## config.mk

```make
export PLATFORM = sky130hd
export DESIGN_NAME = load_store_unit
export DESIGN_NICKNAME = d
export VERILOG_FILES = /design/src/rtl/lsu_pkg.sv /design/src/rtl/lsu_load_align.sv /design/src/rtl/load_store_unit.sv
export SDC_FILE = /design/constraint.sdc
export NUM_CORES = 1
export LEC_CHECK = 0
export CAP_MARGIN = 20
export CELL_PAD_IN_SITES_DETAIL_PLACEMENT = 1
export CELL_PAD_IN_SITES_GLOBAL_PLACEMENT = 1
export CORE_MARGIN = 2
export CORE_UTILIZATION = 29
export CTS_BUF_LIST = sky130_fd_sc_hd__clkbuf_4
export DETAILED_ROUTE_END_ITERATION = 6
export PLACE_DENSITY_LB_ADDON = 0.2
export SYNTH_ARGS = -nofsm -noshare
export SYNTH_HDL_FRONTEND = slang
export SYNTH_SLANG_ARGS = --single-unit
```

## constraint.sdc

```tcl
create_clock -name clk -period 1.7 [get_ports clk]
set_input_delay 0.255 -clock clk [delete_from_list [all_inputs] [get_ports clk]]
set_output_delay 0.255 -clock clk [all_outputs]
set_load 0.02 [all_outputs]
```

## src/rtl/lsu_pkg.sv

```systemverilog
// Shared definitions for the load/store unit: Funct3 access encodings,
// access-size classification and the request FSM state type.
// Optional build macro used by this slice: MISALIGN_TRAP_EN.
package lsu_pkg;

  localparam logic [2:0] F3_B  = 3'b000;
  localparam logic [2:0] F3_H  = 3'b001;
  localparam logic [2:0] F3_W  = 3'b010;
  localparam logic [2:0] F3_BU = 3'b100;
  localparam logic [2:0] F3_HU = 3'b101;

  typedef enum logic [1:0] {
    IDLE = 2'd0,
    BUSY = 2'd1,
    DONE = 2'd2
  } lsu_state_e;

  typedef enum logic [1:0] {
    SZ_B = 2'd0,
    SZ_H = 2'd1,
    SZ_W = 2'd2
  } lsu_size_e;

  // Undefined encodings fall back to a full-word access.
  function automatic lsu_size_e f3_size(input logic [2:0] f3);
    case (f3)
      F3_B, F3_BU: f3_size = SZ_B;
      F3_H, F3_HU: f3_size = SZ_H;
      default:     f3_size = SZ_W;
    endcase
  endfunction

endpackage

```

## src/rtl/lsu_load_align.sv

```systemverilog
// Combinational load-lane extraction and sign/zero extension.
module lsu_load_align
  import lsu_pkg::*;
(
  input  logic [31:0] rdata,
  input  logic [1:0]  addr_lo,
  input  logic [2:0]  funct3,
  output logic [31:0] data
);

  logic [7:0]  byte_v;
  logic [15:0] half_v;
  logic        sgn;

  // Pick the addressed lane and extend it to the full word.
  always_comb begin
    byte_v = rdata[7:0];
    half_v = addr_lo[1] ? rdata[31:16] : rdata[15:0];
    sgn    = ~funct3[2];
    data   = rdata;
    case (addr_lo)
      2'd0: byte_v = rdata[7:0];
      2'd1: byte_v = rdata[15:8];
      2'd2: byte_v = rdata[23:16];
      default: byte_v = rdata[31:24];
    endcase
    case (f3_size(funct3))
      SZ_B:    data = {{24{sgn & byte_v[7]}}, byte_v};
      SZ_H:    data = {{16{sgn & half_v[15]}}, half_v};
      default: data = rdata;
    endcase
  end

endmodule

```

## src/rtl/load_store_unit.sv

```systemverilog
// MEM-stage load/store unit: latches one access, holds a data-memory
// request until ack, registers extended load data and stalls upstream.
// Optional build macro: MISALIGN_TRAP_EN (adds MisalignM trap output).
module load_store_unit
  import lsu_pkg::*;
#(
  parameter int DATA_WIDTH = 32
) (
  input  logic                  clk,
  input  logic                  rst_n,
  input  logic                  MemReadM,
  input  logic                  MemWriteM,
  input  logic [2:0]            Funct3M,
  input  logic [DATA_WIDTH-1:0] ALUResultM,
  input  logic [DATA_WIDTH-1:0] WriteDataM,
  output logic                  dmem_req,
  output logic                  dmem_we,
  output logic [DATA_WIDTH-1:0] dmem_addr,
  output logic [DATA_WIDTH-1:0] dmem_wdata,
  output logic [3:0]            dmem_be,
  input  logic [DATA_WIDTH-1:0] dmem_rdata,
  input  logic                  dmem_ack,
  output logic [DATA_WIDTH-1:0] RD,
`ifdef MISALIGN_TRAP_EN
  output logic                  MisalignM,
`endif
  output logic                  StallM
);

  lsu_state_e  state_q;
  logic [1:0]  addr_lo_q;
  logic [2:0]  f3_q;
  logic [3:0]  st_be;
  logic [31:0] st_wdata;
  logic [31:0] ld_data;
  logic        access;

  assign access = MemReadM | MemWriteM;

  // Byte enables and lane-replicated store data for the incoming access.
  always_comb begin
    st_be    = 4'b1111;
    st_wdata = WriteDataM;
    case (f3_size(Funct3M))
      SZ_B: begin
        st_be    = 4'b0001 << ALUResultM[1:0];
        st_wdata = {4{WriteDataM[7:0]}};
      end
      SZ_H: begin
        st_be    = ALUResultM[1] ? 4'b1100 : 4'b0011;
        st_wdata = {2{WriteDataM[15:0]}};
      end
      default: begin
        st_be    = 4'b1111;
        st_wdata = WriteDataM;
      end
    endcase
  end

`ifdef MISALIGN_TRAP_EN
  logic misalign;

  // Halfwords must be 2-byte aligned, words 4-byte aligned.
  always_comb begin
    misalign = 1'b0;
    case (f3_size(Funct3M))
      SZ_H:    misalign = ALUResultM[0];
      SZ_W:    misalign = |ALUResultM[1:0];
      default: misalign = 1'b0;
    endcase
  end
`endif

  lsu_load_align u_align (
    .rdata   (dmem_rdata),
    .addr_lo (addr_lo_q),
    .funct3  (f3_q),
    .data    (ld_data)
  );

  // Request FSM with registered memory-request, stall and load-data outputs.
  always_ff @(posedge clk or negedge rst_n) begin
    if (!rst_n) begin
      state_q    <= IDLE;
      RD         <= '0;
      StallM     <= 1'b0;
      dmem_req   <= 1'b0;
      dmem_we    <= 1'b0;
      dmem_be    <= '0;
      dmem_addr  <= '0;
      dmem_wdata <= '0;
      addr_lo_q  <= '0;
      f3_q       <= '0;
`ifdef MISALIGN_TRAP_EN
      MisalignM  <= 1'b0;
`endif
    end else begin
`ifdef MISALIGN_TRAP_EN
      MisalignM <= 1'b0;
`endif
      case (state_q)
        IDLE: begin
          if (access) begin
`ifdef MISALIGN_TRAP_EN
            if (misalign) MisalignM <= 1'b1;
            else
`endif
            begin
              dmem_req   <= 1'b1;
              dmem_we    <= MemWriteM;
              dmem_addr  <= {ALUResultM[DATA_WIDTH-1:2], 2'b00};
              dmem_be    <= st_be;
              dmem_wdata <= st_wdata;
              addr_lo_q  <= ALUResultM[1:0];
              f3_q       <= Funct3M;
              StallM     <= 1'b1;
              state_q    <= BUSY;
            end
          end
        end
        BUSY: begin
          if (dmem_ack) begin
            if (!dmem_we) RD <= ld_data;
            dmem_req <= 1'b0;
            StallM   <= 1'b0;
            state_q  <= DONE;
          end
        end
        DONE:    state_q <= IDLE;
        default: state_q <= IDLE;
      endcase
    end
  end

endmodule

```

==> metrics, run 1 <==
GR Util All Layers=0.1806; mux cell area share after synthesis=0.1575; CTS Sinks=107; Synth Instances=441; Area Overhead vs Synth=53.23%; sequential fraction of the synthesis area=0.5579; FP Rows=47; CTS tree=yes; maxcap violations=0; RSZ-0062 raised after global routing=no; Worst Clk Skew=0.01850 ns; Detailed Place HPWL=11700 um; Pleak=3.320 nW; area leader, netlist=dfrtp_1; Max Slew Vio Count=0; peak supply drop=0.0006738 V; crit-path cells=mux4_2 -> or2_4 -> nand3_4 -> clkbuf_16 -> nand3_1; RR Endpoint=RD[24]; multi-input gate area in the final layout=1972 um2; Area contributors post-synth=dfrtp_1, mux2_2, mux2i_1; xor and xnor area share after synthesis=0; Starting Density=0.2925; DRT antenna net count=0; Max clock buf depth=2; Filler Cells Inserted=1821; postcts setup bufs=0; largest family of logic cells by synthesized area=multiplexers; largest net degree at the start of global routing=108; DIE AREA=17600 um2; number of global-route vias before repair=4544; Synth Area in Compound Gates=0.1040; layout cell share with drive strength beyond 1=0.1509; status=finished, final reports clean; die width=132.7 um; Die Y-Extent=132.7 um; Rel. slew slack=0.5870; startpoint types=register; Power Dens Cells=1718 nW/um2; DR pass1 iterations=4; slowest stage delay, CP=0.53 ns; yosys warns=0; Slowest-stage cell, CP=mux4_2; Period minus WS final=1.640 ns; via/cell ratio=4.879; port bufs=204; synth unique cells=34; Critical Path RT=2.09 ns; H-tree Lvls=3; CP arrival=2.03 ns; Primary FF master, synth=dfrtp_1; Inserted Clock Buffers=9; crit path from=addr_lo_q[1]; CP Capture Type=register; fin util=0.4483; Yosys top cell area share=0.5579; final hold violations=0; worst skew pair latency=0.48 ns; Reg2Reg Depth=5; register bit total from synthesis=107; synthesized cell area=4800 um2; routability cong.=0.8144; Avg WL per Cell=18.04 um; antenna cells=0; Nets=755; Sequential Area=2678 um2; core area=16410 um2; worst reg2reg path startpoint=addr_lo_q[1]; 1st-iter DRT viols=121; most common cell in the netlist=dfrtp_1; Synth top cells by count=dfrtp_1, nand2_1, mux2_2, nand3_1, o21ai_0; CTS root buf=clkbuf_4; I/O Pins=207; Clock transition at path regs=0.18 ns; HP Class=input pin to asynchronous set/reset pin; f_max=0.6098 GHz; actual slew at the worst max-slew pin=0.6195 ns; Total Power=12.64 mW; Async S/R FF share, synth=1.000; Post-Route WL=15810 um; Mean Syn Cell Area=10.88 um2; CP Class=register to register; Worst Path Max Fanout=8; period utilisation layout=0.9646; Synth Area in Simple Gates=0.1418; Setup Viol. Count Final=0; adder-cell share of the synthesized area=0; DRC viols=0; Vias=4274; r2r setup slk=0.06 ns; first-pass GRT wire length=25130 um; antenna violations before repair=0; number of synthesized flops with an enable pin=0; Congestion Overflow GR=0
==> placed cells by master (no fill, tap or decap), types with 21 or more instances in the layout <==
| cell | instances |
|---|---|
| nand3_1 | 42 |
| o21ai_0 | 31 |
| clkdlybuf4s50_1 | 102 |
| nand2_1 | 56 |
| buf_4 | 21 |
| dlygate4sd2_1 | 101 |
| nor2_1 | 22 |
| mux2i_1 | 26 |
| dfrtp_1 | 107 |
| mux2_2 | 42 |
==> repair_timing <==
action,in CTS,in global routing
gates cloned,0,1
endpoints found under the setup margin,103,15
hold endpoints to repair,107,0
hold buffers,1,0
resized for setup,102,4
==> worst max-delay path: cells and delay by family (launching register included) <==
| kind | cells | cell delay [ns] |
|---|---|---|
| muxes | 1 | 0.53 |
| buffers and inverters | 1 | 0.17 |
| and+or+nand+nor | 3 | 0.42 |
| DFF | 1 | 0.43 |
==> power by group <==
part / internal (mW) / leakage [nW] / switching (mW)
sequential: 3.77 / 1.29 / 0.713
clock: 0.606 / 0.0827 / 0.928
combinational: 2.85 / 1.95 / 3.77
==> per-stage QoR <==
stage                     area [um2]  TNS [ns]  cells  setup WS (ns)  hold WS (ns)
final                           7355         0    876        0.06020        0.3497
after global routing            7355         0    876       0.002002        0.3369
after CTS                       7311         0    875        0.06646        0.3269
after detailed placement        7256    -3.592    858        -0.2024        0.3872
after global placement          7256    -2.091    858        -0.1311        0.3825
after floorplan                 4803         0    442        0.08635      -0.04059
==> worst max-delay path by stage <==
| stage | end | slack [ns] | cells after the start |
|---|---|---|---|
| CTS | RD[20] | 0.07 | 5 |
| finish | RD[24] | 0.06 | 5 |
| floorplan | RD[16] | 0.09 | 6 |
| global route | RD[30] | 0.002 | 5 |
| detailed placement | RD[20] | -0.20 | 6 |
| global placement | RD[23] | -0.13 | 6 |
==> cells by family after synthesis <==
family | after synthesis
and+or+nand+nor | 144
DFF | 107
AOI/OAI and AO/OA | 81
muxes | 69
buffers and inverters | 39
other | 1
==> final cells by class <==
type / count / area share
inverters: 3 / 0.001531
multi-input cells: 296 / 0.2681
clock buffers: 9 / 0.009187
well taps: 220 / 0.03743
repair buffers: 234 / 0.3059
flip-flops and latches: 107 / 0.3641
clock inverters: 7 / 0.01378
==> flip-flops by register name, summed over array words and instances (netlist names) <==
name and count:
dmem_wdata 32, dmem_we 1, f3_q 3, state_q 2, StallM 1, RD 32
addr_lo_q 2, dmem_addr 30, dmem_be 4
==> layer usage <==
metal,share of wire,vias to the layer above,GRT usage
met5,0,-,0
met3,0.072,26,0.05057
met1,0.42,2116,0.2222
met4,0.026,0,0.07288
met2,0.49,152,0.2999
li1,-,1980,-
Power figures use the tool's default switching activity.
==> inputs of run 2 (changes only) <==
CORE_UTILIZATION = 31   (was 29)
GPL_TIMING_DRIVEN = 0   (was default)
SYNTH_HIERARCHICAL = 1   (was default)
==> run 2 against run 1 <==
  * Highest routed layer unchanged
  * Critical path type unchanged
  * The flow now finishes with violations (negative setup slack)
  * Flip-flop and latch count did not move
  * Utilization up 2.8 points
  * Largest cell class unchanged
  * Combinational power up 30%
  * Die area is 2.4% higher
  * Worst hold slack lost 0.14 ns
==> metrics, run 2 <==
status=finished with violations; failing checks=negative setup slack; CTS Sinks=107; period utilisation layout=1.029; area leader, netlist=dfrtp_1; routability cong.=0.7603; actual slew at the worst max-slew pin=0.7919 ns; Critical Path RT=2.09 ns; Max Slew Vio Count=0; Largest delay share family, worst path=multiplexers; final hold violations=0; Max clock buf depth=2; Rel. slew slack=0.4721; first-pass GRT wire length=27110 um; Area contributors post-synth=dfrtp_1, mux2_2, mux2i_1; 1st-iter DRT viols=112; crit-path cells=mux2_4 -> a22oi_4 -> buf_2 -> a21oi_1 -> mux2_4; Primary FF master, synth=dfrtp_1; Detailed Place HPWL=12720 um; Period minus WS final=1.749 ns; Area Overhead vs Synth=50.13%; Async S/R FF share, synth=1.000; most common cell in the netlist=dfrtp_1; CP Capture Type=register; via/cell ratio=4.936; DRC viols=0; Clock transition at path regs=0.17 ns; DR pass1 iterations=4; Nets=774; RSZ-0062 raised after global routing=yes; DRT antenna net count=0; peak supply drop=0.0007514 V; core area=16580 um2; Post-Route WL=17160 um; number of synthesized flops with an enable pin=0; Synth top cells by count=dfrtp_1, mux2_2, o21ai_0, a21oi_1, mux2i_1; Inserted Clock Buffers=9; CP arrival=2.14 ns; Mean Syn Cell Area=12.09 um2; Total Power=14.24 mW; f_max=0.5717 GHz; Die Y-Extent=134.2 um; FP Rows=47; worst reg2reg path startpoint=addr_lo_q[0]; I/O Pins=207; Vias=4418; Avg WL per Cell=19.17 um; startpoint types=register; Worst Clk Skew=0.01759 ns; Yosys top cell area share=0.5092; Worst Path Max Fanout=5; antenna cells=0; layout cell share with drive strength beyond 1=0.2415; Pleak=3.525 nW; maxcap violations=0; commonest cells after routing, fill and taps aside=dfrtp_1, clkdlybuf4s50_1, dlygate4sd2_1; synth unique cells=31; DIE AREA=18020 um2; register bit total from synthesis=107; Power Dens Cells=1804 nW/um2; CTS tree=yes; yosys warns=6; r2r setup slk=-0.05 ns; Setup Viol. Count Final=18; most common cell after layout, fill and taps aside=dfrtp_1; number of global-route vias before repair=4934; Starting Density=0.3171; non-filler cells, final=895; Synth Instances=435; sequential fraction of the synthesis area=0.5092; RR Endpoint=RD[31]; fin util=0.4761; Cells after DPL=861; crit path from=addr_lo_q[0]; GR Util All Layers=0.1931; Slowest-stage cell, CP=dfrtp_1; synthesized cell area=5259 um2; WHS=0.2110 ns; die width=134.2 um; Reg2Reg Depth=5; Top Registers=RD (32), dmem_wdata (32), dmem_addr (30); Buf+Inv Stages, Crit Path=1; Critical Path Most Common Cell=mux2_4; Filler Cells Inserted=1817; antenna violations before repair=0; Final TNS setup=-0.5107 ns; largest net degree at the start of global routing=78; Congestion Overflow GR=0; Cell Area, Placed=7609 um2; Finished Cell Area=7895 um2; CP Class=register to register; pre-CTS setup slack=-0.4909 ns; CTS root buf=clkbuf_4; port bufs=204; final worst setup slack=-0.04905 ns; worst skew pair latency=0.49 ns; H-tree Lvls=3; HP Class=input pin to asynchronous set/reset pin; slowest stage delay, CP=0.46 ns
==> run 2: cell types whose count changed after synthesis, moves of 8 or more <==
cell,before,now
mux2_4,0,13
o221ai_1,0,8
nand2_1,56,10
mux2_2,42,74
o21ai_0,32,54
a21oi_1,15,42
nor2b_1,3,19
mux2i_1,26,38
nor2_1,22,5
a31oi_1,15,0
nand3_1,42,0
==> run 2: cells by family (layout without fill, tap and decap cells) <==
| family | after synthesis | count (layout) | synth area share |
|---|---|---|---|
| buffers and inverters | 40 | 279 | 0.04402 |
| multiplexers | 126 | 126 | 0.2700 |
| other | 1 | 2 | 0.0007131 |
| AND/OR/NAND/NOR | 43 | 43 | 0.04521 |
| AO/OA/AOI/OAI | 118 | 118 | 0.1309 |
| flip-flops | 107 | 107 | 0.5092 |
==> run 2: worst reg2reg max path, delay by kind of cell, from the launching register on <==
family / cells / cell delay [ns]
muxes: 2 / 0.59
buffers and inverters: 1 / 0.23
DFF: 1 / 0.46
AOI/OAI and AO/OA: 2 / 0.37
==> run 2: layer usage <==
layer	global-route usage	vias to the layer above	share of wire
met5	0	-	0
met4	0.05380	0	0.012
met3	0.05480	13	0.070
met2	0.3228	139	0.49
met1	0.2450	2241	0.43
li1	-	2025	-
==> run 2: cell type report <==
type                       instances  area (um2)  share of cell area
sequential                       107        2679              0.3393
inverter                           3       11.26            0.001426
tap                              220       275.3             0.03487
multi-input combinational        289        2432              0.3081
timing repair buffer             224        2130              0.2697
buffer                            36       256.5             0.03249
clock buffer                       9       67.56            0.008558
clock inverter                     7       43.79            0.005547
==> run 2: power by group <==
| group | leakage (nW) | internal, mW | total (mW) | switching (mW) |
|---|---|---|---|---|
| combinational | 2.19 | 4.02 | 8.58 | 4.56 |
| clock | 0.0534 | 0.294 | 1.18 | 0.889 |
| sequential | 1.28 | 3.79 | 4.49 | 0.697 |
==> run 2: worst max-delay path by stage <==
stage	end	depth (start not counted)
after CTS	RD[9]	5
after detailed placement	RD[12]	5
after floorplan	RD[16]	6
final	RD[31]	5
after global placement	dmem_addr[14]	1
after global routing	RD[27]	6
==> run 2: timing repair <==
item                       CTS  global route
cloned                       5             0
hold buffers                 1             0
setup endpoints to repair  163            66
resized for setup          120            33
pin swaps                    3             5
hold endpoints to repair    42             0
setup buffers                9             4
==> inputs of run 3 (changes only) <==
CORE_MARGIN = 5   (was 2)
==> run 3 against run 2 <==
  * The run now ends clean
  * Die area up 9.1%
  * Fmax grew 3.3%
  * Sequential power barely moved
  * Clock skew grew 0.0023 ns
  * Critical endpoint is now RD[21]
  * Highest routed layer unchanged
==> metrics, run 3 (same netlist as run 2, synthesis figures left out) <==
Nets=768; Max Slew Vio Count=0; CTS Sinks=107; maxcap violations=0; most common cell after layout, fill and taps aside=dfrtp_1; status=finished, final reports clean; Filler Cells Inserted=1787; layout cell share with drive strength beyond 1=0.2380; final hold violations=0; GR Util All Layers=0.1787; Pleak=3.511 nW; DRC viols=0; Power Dens Cells=1816 nW/um2; Setup Viol. Count Final=0; Starting Density=0.3160; routability cong.=0.7875; Avg WL per Cell=20.05 um; Finished Cell Area=7865 um2; period utilisation layout=0.9956; Period minus WS final=1.693 ns; port bufs=204; peak supply drop=0.0006299 V; pre-CTS setup slack=-0.5362 ns; r2r setup slk=0.007 ns; Congestion Overflow GR=0; worst reg2reg path startpoint=addr_lo_q[1]; HP Class=input pin to asynchronous set/reset pin; RR Endpoint=RD[21]; CTS tree=yes; core area=16640 um2; Worst Clk Skew=0.01989 ns; I/O Pins=207; Worst Path Max Fanout=10; Area Overhead vs Synth=49.56%; DR pass1 iterations=4; commonest cells after routing, fill and taps aside=dfrtp_1, clkdlybuf4s50_1, dlygate4sd2_1; DIE AREA=19670 um2; Clock transition at path regs=0.17 ns; actual slew at the worst max-slew pin=0.7281 ns; antenna cells=0; via/cell ratio=4.882; Post-Route WL=17800 um; Critical Path RT=2.07 ns; CTS root buf=clkbuf_4; antenna violations before repair=0; Vias=4335; startpoint types=register; worst skew pair latency=0.47 ns; Top Registers=RD (32), dmem_wdata (32), dmem_addr (30); first-pass GRT wire length=27770 um; FP Rows=47; RSZ-0062 raised after global routing=yes; DRT antenna net count=0; Max clock buf depth=2; H-tree Lvls=3; CP Capture Type=register; Final TNS setup=0 ns; CP Class=register to register; final worst setup slack=0.007465 ns; Rel. slew slack=0.5146; Detailed Place HPWL=13570 um; f_max=0.5908 GHz; 1st-iter DRT viols=130; Inserted Clock Buffers=9; Reg2Reg Depth=6; Die Y-Extent=140.2 um; CP arrival=2.06 ns; number of global-route vias before repair=5001; die width=140.2 um; Cell Area, Placed=7605 um2; largest net degree at the start of global routing=68
## run 3: cell count changes in the layout (fill, tap and decap cells not counted), moves of 3 or more
cell,before,now
buf_6,18,12
o221ai_1,6,1
o221ai_2,2,7
a21oi_1,39,42
a21oi_2,3,0
clkbuf_4,10,13
clkinvlp_4,3,0
mux2_2,63,66
mux2_4,24,21
## run 3: layout make-up
class / count / area (um2) / area share
inverters: 3 / 11.26 / 0.001432
clock buffers: 11 / 82.58 / 0.01050
flip-flops and latches: 107 / 2679 / 0.3406
clock inverters: 4 / 42.54 / 0.005409
plain buffers: 35 / 256.5 / 0.03261
well taps: 220 / 275.3 / 0.03500
multi-input cells: 289 / 2446 / 0.3110
repair buffers: 219 / 2072 / 0.2634
## run 3: worst max-delay path, cell delays in order (launching register included)
cell and delay [ns]:
dfrtp_1 0.42, buf_6 0.15, mux2_4 0.31, a21oi_4 0.21, buf_6 0.17, a21oi_1 0.08
mux2_2 0.26
## run 3: timing repair
item                                    in CTS  in global routing
cloned                                       2                  0
hold endpoints to repair                    40                  0
gates resized for setup                    117                 28
endpoints found under the setup margin     163                 49
hold buffers                                 1                  0
pin swaps                                    2                  5
buffers inserted                             6                  5
## run 3: worst max path at each step
stage / cells after the start / slack (ns) / end / from
2_1_floorplan: 6 / 0.09 / RD[16] / addr_lo_q[1]
3_3_place_gp: 1 / -3.95 / dmem_addr[15] / rst_n
3_5_place_dp: 5 / -0.54 / RD[19] / dmem_ack
4_1_cts: 5 / -0.02 / RD[10] / addr_lo_q[0]
5_1_grt: 6 / -0.08 / RD[23] / addr_lo_q[1]
6_report: 6 / 0.007 / RD[21] / addr_lo_q[1]
## run 3: per-layer routing
metal  part of all wire  vias up  wire length (um)  GRT usage
li1                   -     2015                 -          -
met1               0.41     2161              7342     0.2168
met4              0.017        0               294    0.05048
met3              0.078       20              1388    0.05965
met5                  0        -                 0          0
met2               0.49      139              8776     0.3034
## run 3: report_power, final
| group | switching (mW) | internal, mW | total [mW] |
|---|---|---|---|
| clock network | 0.847 | 0.465 | 1.31 |
| registers | 0.704 | 3.79 | 4.49 |
| logic | 4.54 | 3.94 | 8.48 |
## run 3: through the flow
step	hold WS (ns)	power (mW)	instances	utilization
5_1_grt	0.3092	15.20	888	0.4726
3_5_place_dp	0.2927	13.36	861	0.4570
6_report	0.2967	14.28	888	0.4726
3_3_place_gp	0.4724	13.10	860	0.4555
2_1_floorplan	-0.04059	9.422	436	-
4_1_cts	0.2826	14.11	885	0.4647
